<file path="src/rtl/priv_pkg.sv">
// Shared privileged-architecture definitions: exception codes, handler
// entry point and the number of rm registers.
package priv_pkg;

    // Exception cause codes; NONE means no exception this cycle.
    typedef enum logic [2:0] {
        NONE       = 3'd0,
        ITLB       = 3'd1,
        ILLEGAL    = 3'd2,
        DTLB       = 3'd3,
        MISALIGNED = 3'd4,
        PRIV       = 3'd5
    } exc_code_t;

    localparam logic [31:0] HANDLER_ADDR = 32'h2000;
    localparam int unsigned RM_COUNT     = 5;

    // Flush masks, bit order {ex, id, if}: an older stage squashes everything younger.
    localparam logic [2:0] FLUSH_MEM = 3'b111;
    localparam logic [2:0] FLUSH_DEC = 3'b011;
    localparam logic [2:0] FLUSH_FET = 3'b001;

endpackage

</file>
<file path="src/rtl/exc_priority_sel.sv">
// Combinational priority encoder: picks the oldest exception report in
// program order (memory, then decode, then fetch) and forms its record.
module exc_priority_sel
    import priv_pkg::*;
(
    input  logic        in_if_itlb_miss,
    input  logic [31:0] in_if_pc,
    input  logic        in_id_illegal,
    input  logic [31:0] in_id_pc,
    input  logic [31:0] in_id_instr,
    input  logic        in_id_rm_write,
    input  logic [2:0]  in_id_rm_idx,
    input  logic        in_mem_dtlb_miss,
    input  logic        in_mem_misaligned,
    input  logic        in_mem_is_store,
    input  logic [31:0] in_mem_pc,
    input  logic [31:0] in_mem_addr,
    input  logic        in_supervisor_mode,
    output logic        out_valid,
    output exc_code_t   out_code,
    output logic [31:0] out_fault_pc,
    output logic [31:0] out_fault_addr,
    output logic [31:0] out_info,
    output logic [2:0]  out_flush_mask
);

    logic w_priv_viol;

    // A supervisor-mode rm write is legal and never reaches the selector.
    assign w_priv_viol = in_id_rm_write && !in_supervisor_mode;

    // Priority chain, oldest stage first; younger reports are dropped.
    always_comb begin
        out_valid      = 1'b1;
        out_code       = NONE;
        out_fault_pc   = '0;
        out_fault_addr = '0;
        out_info       = '0;
        out_flush_mask = '0;
        if (in_mem_dtlb_miss) begin
            out_code       = DTLB;
            out_fault_pc   = in_mem_pc;
            out_fault_addr = in_mem_addr;
            out_info       = {31'b0, in_mem_is_store};
            out_flush_mask = FLUSH_MEM;
        end else if (in_mem_misaligned) begin
            out_code       = MISALIGNED;
            out_fault_pc   = in_mem_pc;
            out_fault_addr = in_mem_addr;
            out_info       = {31'b0, in_mem_is_store};
            out_flush_mask = FLUSH_MEM;
        end else if (in_id_illegal) begin
            out_code       = ILLEGAL;
            out_fault_pc   = in_id_pc;
            out_info       = in_id_instr;
            out_flush_mask = FLUSH_DEC;
        end else if (w_priv_viol) begin
            out_code       = PRIV;
            out_fault_pc   = in_id_pc;
            out_info       = {29'b0, in_id_rm_idx};
            out_flush_mask = FLUSH_DEC;
        end else if (in_if_itlb_miss) begin
            out_code       = ITLB;
            out_fault_pc   = in_if_pc;
            out_fault_addr = in_if_pc;
            out_flush_mask = FLUSH_FET;
        end else begin
            out_valid      = 1'b0;
        end
    end

endmodule

</file>
<file path="src/rtl/exception_unit.sv">
// Exception unit: registers the highest-priority exception as a one-cycle
// event and holds the matching pipeline flushes for FLUSH_CYCLES cycles.
module exception_unit
    import priv_pkg::*;
#(
    parameter int unsigned FLUSH_CYCLES = 3
) (
    input  logic        clk,
    input  logic        reset,
    input  logic        in_if_itlb_miss,
    input  logic [31:0] in_if_pc,
    input  logic        in_id_illegal,
    input  logic [31:0] in_id_pc,
    input  logic [31:0] in_id_instr,
    input  logic        in_id_rm_write,
    input  logic [2:0]  in_id_rm_idx,
    input  logic        in_mem_dtlb_miss,
    input  logic        in_mem_misaligned,
    input  logic        in_mem_is_store,
    input  logic [31:0] in_mem_pc,
    input  logic [31:0] in_mem_addr,
    input  logic        in_supervisor_mode,
    output logic [2:0]  out_exception_vector,
    output logic [31:0] out_fault_pc,
    output logic [31:0] out_fault_addr,
    output logic [31:0] out_additional_info,
    output logic        out_flush_if,
    output logic        out_flush_id,
    output logic        out_flush_ex,
    output logic        out_busy
);

    localparam int unsigned CNT_W = (FLUSH_CYCLES < 2) ? 1 : $clog2(FLUSH_CYCLES + 1);

    typedef enum logic {
        ST_IDLE  = 1'b0,
        ST_FLUSH = 1'b1
    } state_t;

    state_t             r_state,      w_state_nxt;
    logic [CNT_W-1:0]   r_count,      w_count_nxt;
    exc_code_t          r_vec,        w_vec_nxt;
    logic [31:0]        r_fault_pc,   w_fault_pc_nxt;
    logic [31:0]        r_fault_addr, w_fault_addr_nxt;
    logic [31:0]        r_info,       w_info_nxt;
    logic [2:0]         r_flush,      w_flush_nxt;

    logic               w_sel_valid;
    exc_code_t          w_sel_code;
    logic [31:0]        w_sel_pc;
    logic [31:0]        w_sel_addr;
    logic [31:0]        w_sel_info;
    logic [2:0]         w_sel_mask;
    logic               w_accept;

    exc_priority_sel u_sel (
        .in_if_itlb_miss    (in_if_itlb_miss),
        .in_if_pc           (in_if_pc),
        .in_id_illegal      (in_id_illegal),
        .in_id_pc           (in_id_pc),
        .in_id_instr        (in_id_instr),
        .in_id_rm_write     (in_id_rm_write),
        .in_id_rm_idx       (in_id_rm_idx),
        .in_mem_dtlb_miss   (in_mem_dtlb_miss),
        .in_mem_misaligned  (in_mem_misaligned),
        .in_mem_is_store    (in_mem_is_store),
        .in_mem_pc          (in_mem_pc),
        .in_mem_addr        (in_mem_addr),
        .in_supervisor_mode (in_supervisor_mode),
        .out_valid          (w_sel_valid),
        .out_code           (w_sel_code),
        .out_fault_pc       (w_sel_pc),
        .out_fault_addr     (w_sel_addr),
        .out_info           (w_sel_info),
        .out_flush_mask     (w_sel_mask)
    );

    // The last FLUSH cycle already accepts a new report so windows can abut.
    assign w_accept = (r_state == ST_IDLE) || (r_count == CNT_W'(1));

    // Next-state logic: take a report, keep draining, or fall back to idle.
    always_comb begin
        w_state_nxt      = ST_IDLE;
        w_count_nxt      = '0;
        w_vec_nxt        = NONE;
        w_fault_pc_nxt   = '0;
        w_fault_addr_nxt = '0;
        w_info_nxt       = '0;
        w_flush_nxt      = '0;
        if (w_accept && w_sel_valid) begin
            w_state_nxt      = ST_FLUSH;
            w_count_nxt      = CNT_W'(FLUSH_CYCLES);
            w_vec_nxt        = w_sel_code;
            w_fault_pc_nxt   = w_sel_pc;
            w_fault_addr_nxt = w_sel_addr;
            w_info_nxt       = w_sel_info;
            w_flush_nxt      = w_sel_mask;
        end else if (!w_accept) begin
            w_state_nxt      = ST_FLUSH;
            w_count_nxt      = r_count - CNT_W'(1);
            w_flush_nxt      = r_flush;
        end
    end

    // State, counter and output registers; reset clears everything at once.
    always_ff @(posedge clk) begin
        if (reset) begin
            r_state      <= ST_IDLE;
            r_count      <= '0;
            r_vec        <= NONE;
            r_fault_pc   <= '0;
            r_fault_addr <= '0;
            r_info       <= '0;
            r_flush      <= '0;
        end else begin
            r_state      <= w_state_nxt;
            r_count      <= w_count_nxt;
            r_vec        <= w_vec_nxt;
            r_fault_pc   <= w_fault_pc_nxt;
            r_fault_addr <= w_fault_addr_nxt;
            r_info       <= w_info_nxt;
            r_flush      <= w_flush_nxt;
        end
    end

    assign out_exception_vector = r_vec;
    assign out_fault_pc         = r_fault_pc;
    assign out_fault_addr       = r_fault_addr;
    assign out_additional_info  = r_info;
    assign out_flush_if         = r_flush[0];
    assign out_flush_id         = r_flush[1];
    assign out_flush_ex         = r_flush[2];
    assign out_busy             = (r_state == ST_FLUSH);

endmodule

</file>
<file path="config.mk">
export PLATFORM = sky130hd
export DESIGN_NAME = exception_unit
export DESIGN_NICKNAME = d
export VERILOG_FILES = /design/src/rtl/priv_pkg.sv /design/src/rtl/exc_priority_sel.sv /design/src/rtl/exception_unit.sv
export SDC_FILE = /design/constraint.sdc
export NUM_CORES = 1
export LEC_CHECK = 0
export ABC_AREA = 1
export CAP_MARGIN = 40
export CELL_PAD_IN_SITES_DETAIL_PLACEMENT = 1
export CELL_PAD_IN_SITES_GLOBAL_PLACEMENT = 2
export CORE_UTILIZATION = 18
export CTS_BUF_LIST = sky130_fd_sc_hd__clkbuf_2 sky130_fd_sc_hd__clkbuf_4 sky130_fd_sc_hd__clkbuf_8
export DETAILED_ROUTE_END_ITERATION = 12
export PLACE_DENSITY = 0.78
export SETUP_SLACK_MARGIN = 0.5
export SYNTH_ARGS = -nofsm -noshare
export SYNTH_HDL_FRONTEND = slang
export SYNTH_SLANG_ARGS = --single-unit
</file>
<file path="constraint.sdc">
create_clock -name clk -period 1.9 [get_ports clk]
set_clock_uncertainty 0.15 [all_clocks]
set_input_delay 0.38 -clock clk [delete_from_list [all_inputs] [get_ports clk]]
set_output_delay 0.38 -clock clk [all_outputs]
set_load 0.01 [all_outputs]
</file>
==> out/qor.yml <==
cells_and_area:
  diodes: 0
  sequential_cell_area_um2: 2180
  n_fill_cell: 2617
  multi_input_comb_area_um2: 2280
  post_layout_nonfiller_instances: 1149
  layout-drive-gt1-share: 0.444
  area_delta_synth_final_pct: 112
  number_of_nets_in_the_finished_design: 1032
sta:
  timing.final.crit_share: 0.789
  max_slew_violation_count: 0
  final-hold-violation-count: 0
  layout_min_cycle_time_ps: 1500
  clock.fmax_mhz: 667
  max_slew.worst_pin.slew_ps: 284
  fin_setup_tns_ps: 0
  grt_setup_unrepaired: "yes"
  slew-limit-headroom: 0.811
  final-setup-viol-count: 0
clock_tree:
  cts.sinks: 105
  cts-buffers-inserted: 9
  clk-insertion-delay-late_ps: 390
  htreeDepth: 3
  cts-hold-fix-buffers: 0
  clk_path_buf_depth: 2
  cts.root.buffer_cell: "sky130_fd_sc_hd__clkbuf_8"
  tritoncts: "yes"
  cts.clk_slew.worst_paths_ps: 120
synth:
  synth.ff_latch_count: 105
  synth_nets: 715
  netlist_area_um2: 4130
  synth_top_area_frac: 0.510
  synth_cell_types: 24
  netlist_top_cells_area: "sky130_fd_sc_hd__dfxtp_1, sky130_fd_sc_hd__nor2_1, sky130_fd_sc_hd__nand2_1"
  synth_area_leader_cell: "sky130_fd_sc_hd__dfxtp_1"
  postSynthAreaPerCell_um2: 7.61
  synth.yosys.seq_area_share: 0.510
  ys_warn_count: 0
  gate_count_after_technology_mapping: 542
critical_path:
  critical_path.n_buffers_inverters: 4
  slowest_stage: "sky130_fd_sc_hd__dlygate4sd2_1"
  crit_path_start_kind: "primary input"
  critPathKind: "primary input to flop"
  critical_path.max_stage_delay_ps: 270
  critical_path.cell_chain: "dlygate4sd2_1, nor2_4, buf_12, inv_6, clkbuf_16, nand2_1, nand2_1, nor2_1, nor2_4"
  worst_ep_required_time_ps: 2030
  worstReg2RegStart: "r_count[1]$_SDFF_PP0_"
  crit_path_end_kind: "flop"
  critPathMaxFanout: 14
  cp-startpoint: "in_mem_dtlb_miss"
  critical_path_arrival_ps: 1630
  path_delay_family: "buffers and inverters"
floorplanning:
  floorplan.initialDensity: 0.183
  die_area_um2: 23500
  std_cell_rows: 55
  chipHeight_um: 153
  fp.dieW_um: 153
  ios: 275
  coreArea_um2: 22600
power:
  power_switching_share: 0.296
  seq_power_share: 0.444
  cellLeakagePower_nw: 3.80
  power_per_cell_area_nw_per_um2: 610
  p_clk_frac: 0.289
  combinationalPowerShare: 0.268
  vdd_ir_drop_max_mv: 0.216
  switching_power_mw: 1.57
  internal_power_mw: 3.75
routing:
  routed_wl_um: 20200
  detail_route.vias_per_cell: 4.11
  average_detailed_routed_wire_length_per_instance_um: 17.5
  vias: 4723
  drc: 0
  detail_route.iter0.violations: 113
  number_of_routed_nets_with_antenna_violations: 0
  drt_first_pass_iters: 4
placed_design:
  gp_congestion: 0.735
  io_buffers: 274
  place.detailed.hpwl_um: 13400
  placed_cells: 1107
hold_path:
  hp-start: "in_id_instr[29]"
  worstHoldPathType: "primary input to flop"
global_route:
  grt_remaining_overflow: 0
  grt_use_total: 0.151
  first_pass_grt_wire_length_um: 26900
  grt_max_degree: 30
  antenna_found_initial: 1
  vias_in_the_first_global_route: 4816
flow_run:
  drv.max_cap_violation_count: 0
status:
  status: "finished clean"
-- cells in the final DEF, fill, tap and decap left out, drive strengths merged, types with 2 or more instances in the layout --
cell type,instances
a21oi,39
a22oi,2
buf,148
clkbuf,23
clkdlybuf4s50,165
clkinv,2
dfxtp,105
dlygate4sd2,3
dlymetal6s2s,2
inv,55
nand2,117
nand3,36
nand4,3
nor2,157
-- kinds of logic (layout without fill, tap and decap cells) --
group	count (synthesis)	count (layout)	share of synthesized area
and+or+nand+nor	313	314	0.342
AOI/OAI and AO/OA	44	44	0.0555
buffers and inverters	79	400	0.0901
adders and majority gates	1	1	0.00303
DFF	105	105	0.510
-- synth_stat cells, drive strengths merged --
library cell / n
a211oi: 1
a21oi: 39
a22oi: 2
buf: 20
clkbuf: 7
dfxtp: 105
ha: 1
inv: 52
nand2: 116
nand3: 36
nand4: 3
nor2: 157
o21ai: 1
o22ai: 1
or2: 1
-- sequential cells by signal, summed over array words and instances (netlist names) --
register and flops:
out_exception_vector 3, out_additional_info 32, r_count 2, out_fault_pc 32
out_busy 1, out_fault_addr 32, r_flush 3
-- what timing repair did --
action                     CTS  global route
cloned                       2            15
setup endpoints to repair  206           198
buffers inserted             3             6
resized for setup          505           224
pin swaps                    4            34
-- path summary, 6_finish.rpt --
kind / end / slack (ps) / cells after the start
setup / recovery: out_fault_pc[25]$_SDFF_PP0_ / 400 / 9
setup reg to reg: out_exception_vector[0]$_SDFF_PP0_ / 400 / 8
hold / removal: out_additional_info[29]$_SDFF_PP0_ / 350 / 3
hold reg to reg: r_flush[0]$_SDFFE_PP0P_ / 370 / 2
-- area by class of cell --
type / instances / share of cell area
timing repair buffer: 332 / 0.400
multi-input combinational: 359 / 0.262
sequential: 105 / 0.250
tap: 285 / 0.0409
inverter: 52 / 0.0239
clock buffer: 9 / 0.0142
clock inverter: 7 / 0.00961
-- through the flow --
step | util | power, mW | hold slack (ps) | setup WS [ps] | instance area [µm²]
floorplan | - | 2.80 | 308 | 435 | 4160
finish | 0.387 | 5.32 | 346 | 402 | 8730
global placement | 0.330 | 3.53 | 330 | -195 | 7460
global route | 0.387 | 5.61 | 317 | 342 | 8730
CTS | 0.334 | 5.13 | 313 | 321 | 7540
detailed placement | 0.330 | 3.54 | 345 | -232 | 7460
-- power groups by stage --
stage	registers (mW)	logic (mW)	clock network (mW)
after floorplan	2.44	0.365	0
after detailed placement	2.39	1.15	0
after CTS	2.35	1.16	1.63
after global routing	2.37	1.53	1.70
after global placement	2.38	1.14	0
final	2.36	1.42	1.53
-- routing by layer --
layer  global-route usage  share of wire
met3               0.0593          0.075
met5                    0        0.00064
met1                0.174           0.41
met2                0.262           0.50
met4               0.0329         0.0089
-- worst reg2reg max path: cells and delay by family, from the launching register on --
family | cells | cell delay, ps
buffers and inverters | 3 | 400
AND/OR/NAND/NOR | 4 | 360
flip-flops | 1 | 340
adder cells (fa/ha/maj) | 1 | 150
Power figures use the tool's default switching activity.
